File: config.mk
export PLATFORM = sky130hd
export DESIGN_NAME = onehot_decoder_pending
export DESIGN_NICKNAME = d
export VERILOG_FILES = /design/src/rtl/onehot_decoder_pending_pkg.sv /design/src/rtl/onehot_decoder_pending_pending_bit_cell.sv /design/src/rtl/onehot_decoder_pending.sv
export SDC_FILE = /design/constraint.sdc
export NUM_CORES = 1
export LEC_CHECK = 0
export BUFFER_PORTS_ARGS = -buffer_cell sky130_fd_sc_hd__buf_2
export CAP_MARGIN = 20
export CORE_UTILIZATION = 30
export CTS_BUF_LIST = sky130_fd_sc_hd__clkbuf_16
export DETAILED_ROUTE_END_ITERATION = 8
export PLACE_DENSITY = 0.53
export RECOVER_POWER = 25
export SYNTH_ARGS = -nofsm -noshare
export SYNTH_HDL_FRONTEND = slang
export SYNTH_SLANG_ARGS = --single-unit
File: constraint.sdc
create_clock -name clk -period 0.83 [get_ports clk]
set_input_delay 0.1245 -clock clk [delete_from_list [all_inputs] [get_ports clk]]
set_output_delay 0.1245 -clock clk [all_outputs]
set_load 0.005 [all_outputs]
File: src/rtl/onehot_decoder_pending_pkg.sv
// Shared definitions for the one-hot decoder with sticky pending capture.
// Holds the index width, the decoded line count and the index -> one-hot
// decode function. The encoder bench reuses decode() for its reference model.
package onehot_decoder_pending_pkg;

  localparam int DEC_IDX_W = 3;
  localparam int DEC_N     = 1 << DEC_IDX_W;

  // Index to one-hot; exactly one bit of the result is set.
  function automatic logic [DEC_N-1:0] decode(input logic [DEC_IDX_W-1:0] idx);
    logic [DEC_N-1:0] oh;
    oh      = '0;
    oh[idx] = 1'b1;
    return oh;
  endfunction

endpackage

File: src/rtl/onehot_decoder_pending_pending_bit_cell.sv
// One line of pending/overflow state.
// Ports:
//   clk      - rising-edge clock
//   rst_n    - asynchronous active-low reset
//   set      - decoded event for this line this cycle
//   ack      - downstream acknowledge for this line
//   ovf_clr  - clears the overflow flag
//   pending  - sticky: event seen, not yet acknowledged
//   overflow - sticky: event arrived while already pending
module pending_bit_cell (
  input  logic clk,
  input  logic rst_n,
  input  logic set,
  input  logic ack,
  input  logic ovf_clr,
  output logic pending,
  output logic overflow
);

  logic r_pending;
  logic r_overflow;

  // A set always wins over ack/ovf_clr so no event is lost. A set that meets
  // an ack in the same cycle consumes the ack and is not an overflow.
  always_ff @(posedge clk or negedge rst_n) begin
    if (!rst_n) begin
      r_pending  <= 1'b0;
      r_overflow <= 1'b0;
    end else begin
      r_pending  <= set | (r_pending & ~ack);
      r_overflow <= (set & r_pending & ~ack) | (r_overflow & ~ovf_clr);
    end
  end

  assign pending  = r_pending;
  assign overflow = r_overflow;

endmodule

File: src/rtl/onehot_decoder_pending.sv
// Registered 3-to-8 decoder with sticky per-line pending capture.
// Consumes an encoder's {valid, index} pair and regenerates a one-hot pulse,
// while each decoded event also latches a pending bit until acknowledged.
// Ports:
//   clk         - rising-edge clock
//   rst_n       - asynchronous active-low reset
//   in_valid    - encoded index valid this cycle
//   in_idx      - encoded index (ignored when in_valid=0)
//   ack         - per-line acknowledge, clears matching pending bit
//   ovf_clr     - clears all overflow bits
//   out_onehot  - registered one-hot decode, one-cycle pulse
//   out_strobe  - registered copy of in_valid
//   pending     - sticky pending bits
//   overflow    - sticky: event arrived on a line already pending
//   any_pending - OR of pending
module onehot_decoder_pending
  import onehot_decoder_pending_pkg::*;
#(
  parameter int IDX_W = DEC_IDX_W,
  parameter int N     = DEC_N
) (
  input  logic             clk,
  input  logic             rst_n,
  input  logic             in_valid,
  input  logic [IDX_W-1:0] in_idx,
  input  logic [N-1:0]     ack,
  input  logic             ovf_clr,
  output logic [N-1:0]     out_onehot,
  output logic             out_strobe,
  output logic [N-1:0]     pending,
  output logic [N-1:0]     overflow,
  output logic             any_pending
);

  // The line count is tied to the index width; other combinations are illegal.
  if (IDX_W != DEC_IDX_W || N != DEC_N) begin : g_bad_params
    $error("onehot_decoder_pending: IDX_W/N must match the package (N = 2**IDX_W)");
  end

  logic [N-1:0] w_set;
  logic [N-1:0] w_pending;
  logic [N-1:0] w_overflow;
  logic [N-1:0] r_onehot_p1;
  logic         r_vld_p1;

  // in_idx may be X while in_valid is low; the mux keeps it out of the datapath.
  assign w_set = in_valid ? decode(in_idx) : '0;

  // Stage p0 -> p1: one-cycle registered decode pulse, no hold.
  always_ff @(posedge clk or negedge rst_n) begin
    if (!rst_n) begin
      r_onehot_p1 <= '0;
      r_vld_p1    <= 1'b0;
    end else begin
      r_onehot_p1 <= w_set;
      r_vld_p1    <= in_valid;
    end
  end

  for (genvar gi = 0; gi < N; gi++) begin : g_cell
    pending_bit_cell u_cell (
      .clk      (clk),
      .rst_n    (rst_n),
      .set      (w_set[gi]),
      .ack      (ack[gi]),
      .ovf_clr  (ovf_clr),
      .pending  (w_pending[gi]),
      .overflow (w_overflow[gi])
    );
  end

  assign out_onehot  = r_onehot_p1;
  assign out_strobe  = r_vld_p1;
  assign pending     = w_pending;
  assign overflow    = w_overflow;
  assign any_pending = |w_pending;

endmodule
Yosys cells after proc, flatten, opt, wreduce, memory -nomap -nowiden

Index checks and enable logic that the tools add are counted.

Flip-flop bits (word level): 25
Output and inout bits: 26

$lt $le $gt $ge: 2
Multiplexer cells: 3
Bitwise logic cells: 57
Reduce and logical (&&, ||, !) cells: 2

Operators with widths:

| kind                                                        | number |
|---|---|
| bitwise AND 1 bit                                           | 32 |
| OR 1 bit                                                    | 16 |
| NOT 1 bit                                                   | 9 |
| 2-to-1 mux 8 bit                                            | 1 |
| OR reduction 8 bit                                          | 1 |
| less-than comparator 3 x 4 -> 1 bit (second input constant) | 1 |
| demux 1 bit (select 3 bit)                                  | 1 |
| >= comparator 3 x 1 -> 1 bit (second input constant)        | 1 |
| logical AND 1 bit                                           | 1 |
| 2-to-1 mux 1 bit                                            | 1 |

Longest topological paths before layout

Word-level depth: 8
Mapped depth: 3

Modules after synthesis

From an unflattened synthesis, not the netlist that was laid out.

Cell total of the unflattened synthesis: 73
Area, all modules: 925.9 sq um

Modules (own cells, without submodules):

| module                 | times used | cells an instance | area each (sq um) |
|---|---|---|---|
| pending_bit_cell       | 8          | 6                 | 76.3 |
| onehot_decoder_pending | 1          | 25                | 315.3 |

Least setup slack after synthesis

OpenSTA, ideal clock, no wires.

Kind: input to register
From: input in_idx[1]
To: register g_cell[0].u_cell.r_overflow
Setup time: 0.080 ns
Arrival time: 0.870 ns
Data required time: 0.750 ns
Path slack: -0.120 ns
Cell stages on the path: 3
Path buffers: 1
Cells stage by stage: buf_2 > or4b_4 > o22ai_2

Longest elaborated chain between the ends: 8
Elaborated cells on any way between the ends: 9
Those cells by class: order compare (2); mux (3); bitwise (3); reduce/logical (1)

RTL lines:

| element                                                                                                          | RTL line                                      | source |
|---|---|---|
| from (decl)                                                                                                      | onehot_decoder_pending.sv:25                  | `input logic [IDX_W-1:0] in_idx,` |
| less-than comparator 3 x 4 -> 1 bit (not written as such) / >= comparator 3 x 1 -> 1 bit (equally long branches) | onehot_decoder_pending_pkg.sv:13              | `oh[idx] = 1'b1;` |
| logical AND 1 bit (not written as such)                                                                          | onehot_decoder_pending_pkg.sv:13              |  |
| 2-to-1 mux 1 bit (not written as such)                                                                           | onehot_decoder_pending_pkg.sv:13              |  |
| demux 1 bit (select 3 bit) *                                                                                     | onehot_decoder_pending_pkg.sv:13              |  |
| 2-to-1 mux 8 bit *                                                                                               | onehot_decoder_pending.sv:47                  | `assign w_set = in_valid ? decode(in_idx) : '0;` |
| bitwise AND 1 bit * (2 in series)                                                                                | onehot_decoder_pending_pending_bit_cell.sv:31 | `r_overflow <= (set & r_pending & ~ack) \| (r_overflow & ~ovf_clr);` |
| OR 1 bit *                                                                                                       | onehot_decoder_pending_pending_bit_cell.sv:31 |  |
| to (signal assigned)                                                                                             | onehot_decoder_pending_pending_bit_cell.sv:31 |  |
| to (decl)                                                                                                        | onehot_decoder_pending_pending_bit_cell.sv:21 | `logic r_overflow;` |

Mark *: on every way between the ends. The rest lies on a longest branch, timed or not.

Worst setup path after layout

From: register g_cell[7].u_cell.r_pending
To: output any_pending

Longest elaborated chain between the ends: 1

RTL lines:

| element                | RTL line                                      | source |
|---|---|---|
| from (decl)            | onehot_decoder_pending_pending_bit_cell.sv:20 | `logic r_pending;` |
| from (signal assigned) | onehot_decoder_pending_pending_bit_cell.sv:30 | `r_pending <= set \| (r_pending & ~ack);` |
| OR reduction 8 bit     | onehot_decoder_pending.sv:76                  | `assign any_pending = \|w_pending;` |
| to (decl)              | onehot_decoder_pending.sv:32                  | `output logic any_pending` |

Every way passes these cells.

==> impl_metrics.json <==
{
  "critPathBufInv": 1,
  "layout.nets": 156,
  "timing.rr.end": "g_cell[1].u_cell.overflow$_DFF_PN0_",
  "synth-compound-area-share_pct": 6.250,
  "synthCells": 95,
  "drt_iter0_drc": 13,
  "crit_slowest_cell": "dfrtp_1",
  "grt_pass1_wl_um": 3519,
  "syn-num-nets": 110,
  "drive_above_1_share_pct": 52.14,
  "post-place-ws_ps": -177.1,
  "portBuffers": 40,
  "cts_tree": "done",
  "critPathTopFamily": "flip-flops",
  "cts-buffers-inserted": 3,
  "gp_congestion": 0.6977,
  "power_leakage_nw": 0.8900,
  "rsz0062_at_grt": "yes",
  "cp.required_ps": 710,
  "post-route-util_pct": 45.76,
  "power_density_nw_per_um2": 1721,
  "die_x_um": 61.47,
  "setup-violations-final": 30,
  "dpl.cell_count": 176,
  "hold_depth": 3,
  "fin_crit_sh_pct": 149.7,
  "status": "finished, violations left",
  "fp.dieArea_um2": 3779,
  "worstMarginPinSlew_ps": 347.8,
  "start_util_pct": 31.55,
  "finalWirelength_um": 2241,
  "drc": 0,
  "cp-start-kind": "flip-flop",
  "synth_most_common_cell": "dfrtp_1",
  "min_path_type": "input port to flip-flop",
  "final_hold_viol_count": 0,
  "synth_cell_types": 18,
  "synth_warnings": 0,
  "synth_mux_area_share_pct": 0,
  "grt_pass1_vias": 816,
  "synth.top_cell.area_share_pct": 58.96,
  "timing_worst_setup_path_type": "flip-flop to primary output",
  "wl_per_cell_um": 12.05,
  "ys_seq_elements": 25,
  "clk_latency_ps": 250,
  "worstPathCellList": "nor4_2 > nand2_1 > buf_2",
  "path_max_fanout": 2,
  "grt_usage_pct": 12.79,
  "vias_per_cell": 4.156,
  "area_growth_pct": 45.05,
  "multi_input_comb_area_um2": 324.1,
  "max_freq_ghz": 0.8048,
  "diodes": 0,
  "violations": "negative setup slack",
  "root_buffer": "clkbuf_16",
  "synthFlopType": "dfrtp_1",
  "critPathMaxStageDelay_ps": 380,
  "coreArea_um2": 3363,
  "synthAdderAreaFrac_pct": 0,
  "rr_worst_depth": 4,
  "seq_area_frac_synth_pct": 58.96,
  "fill_cells": 368,
  "crit_path_end_kind": "primary output",
  "netlist_area_um2": 1061,
  "r2r_slack_ps": -90,
  "synth.avg_cell_area_um2": 11.17,
  "critical_path_arrival_ps": 1120,
  "max-vdd-ir-drop_uv": 724.1,
  "synth_top_family_by_area": "buffers and inverters",
  "register_area_um2": 625.6,
  "skew_ps": 0.5703,
  "overflow": 0,
  "htreeDepth": 1,
  "async_flop_share_pct": 100.0,
  "min_from": "ack[3]",
  "fin_cells": 186,
  "hold_end": "g_cell[3].u_cell.pending$_DFF_PN0_",
  "drv_cap": 0,
  "antenna_left": 0,
  "synth_xor_area_share_pct": 0,
  "antenna_found_initial": 0,
  "fin_crit_ps": 1243,
  "r2r_start": "g_cell[1].u_cell.pending$_DFF_PN0_",
  "placed_cell_area_um2": 1284,
  "cts.sinks": 25,
  "final_area_um2": 1539,
  "vias": 773,
  "die_h_um": 61.47,
  "first_pass_iters": 4,
  "grt_start_max_net_pins": 26,
  "yosys.area_share.simple_pct": 16.63,
  "final_max_slew_viol_count": 0,
  "synthTopCellsByArea": "dfrtp_1, buf_4, nand2b_1",
  "synth_edf_count": 0,
  "synth_top_area_cell": "dfrtp_1",
  "dp_hpwl_um": 1593,
  "setup_ws_ps": -412.5,
  "core.rowCount": 21,
  "io_pins": 41,
  "synth_common_cells": "dfrtp_1, buf_4, inv_1",
  "holdWs_ps": 130.8,
  "path_clk_slew_ps": 60,
  "slew-limit-headroom_pct": 76.82,
  "cts_buffer_depth": 2
}
## layout by cell type (no fill, tap or decap), types with 2 or more instances in the layout
| master | count |
|---|---|
| buf_2 | 34 |
| buf_4 | 8 |
| buf_6 | 12 |
| clkbuf_1 | 3 |
| clkbuf_16 | 3 |
| dfrtp_1 | 25 |
| inv_1 | 14 |
| nand2_1 | 9 |
| nand2b_4 | 8 |
| nand4b_1 | 3 |
| nand4bb_1 | 2 |
| nor4_2 | 2 |
| o22ai_1 | 6 |
## worst max-delay path by stage
stage / cells past startpoint / end / slack [ps] / from
floorplan: 3 / g_cell[0].u_cell.overflow$_DFF_PN0_ / -110 / in_idx[1]
global placement: 3 / any_pending / -170 / g_cell[7].u_cell.pending$_DFF_PN0_
detailed placement: 3 / any_pending / -180 / g_cell[7].u_cell.pending$_DFF_PN0_
CTS: 3 / any_pending / -440 / g_cell[7].u_cell.pending$_DFF_PN0_
global route: 3 / any_pending / -520 / g_cell[7].u_cell.pending$_DFF_PN0_
finish: 3 / any_pending / -410 / g_cell[7].u_cell.pending$_DFF_PN0_
## cell type report
cell class | instances | share of cell area, %
flip-flops and latches | 25 | 40.65
multi-input cells | 37 | 21.06
repair buffers | 60 | 25.93
clock buffers | 3 | 4.878
inverters | 14 | 3.415
clock inverters | 1 | 0.3252
well taps | 46 | 3.740
## worst register-to-register path, stage by stage (launching register included)
cell,delay [ps]
dfrtp_1,370
buf_6,120
buf_6,90
nand2b_4,60
o41ai_2,190
## per-layer routing
| metal | track usage [%] | up-vias | routed length [µm] |
|---|---|---|---|
| met1 | 16.95 | 361 | 1057 |
| met2 | 21.58 | 24 | 1066 |
| li1 | - | 386 | - |
| met4 | 3.810 | 0 | 8 |
| met3 | 2.101 | 2 | 109 |
| met5 | 0 | - | 0 |
## where the power goes
| part | internal [mW] | total (mW) | switching (mW) |
|---|---|---|---|
| clock | 0.647 | 1.03 | 0.384 |
| sequential | 1.26 | 1.28 | 0.0216 |
| combinational | 0.189 | 0.341 | 0.152 |
| total | 2.09 | 2.65 | 0.558 |
## what timing repair did
| action | 4_1_cts | 5_1_grt |
|---|---|---|
| hold endpoints to repair | 25 | 0 |
| pin swaps | 0 | 0 |
| setup endpoints to repair | 27 | 37 |
| hold buffers | 1 | 0 |
| buffers inserted | 7 | 5 |
| resized for setup | 14 | 13 |
## state kept, by name (all words and copies together), names as in the netlist
register and cells:
out_strobe 1, g_cell.u_cell.pending 8, out_onehot 8, g_cell.u_cell.overflow 8
## kinds of logic after synthesis
logic type             Yosys count
AOI/OAI and AO/OA                9
and+or+nand+nor                 28
DFF                             25
buffers and inverters           33
## per-stage QoR
step                total power, mW  setup TNS [ps]
floorplan                     1.422          -259.3
global placement              1.554          -701.5
detailed placement            1.559          -812.2
CTS                           2.653           -2606
global route                  2.778           -3671
finish                        2.649           -2660
No activity file was read; power rests on OpenSTA's default activity.
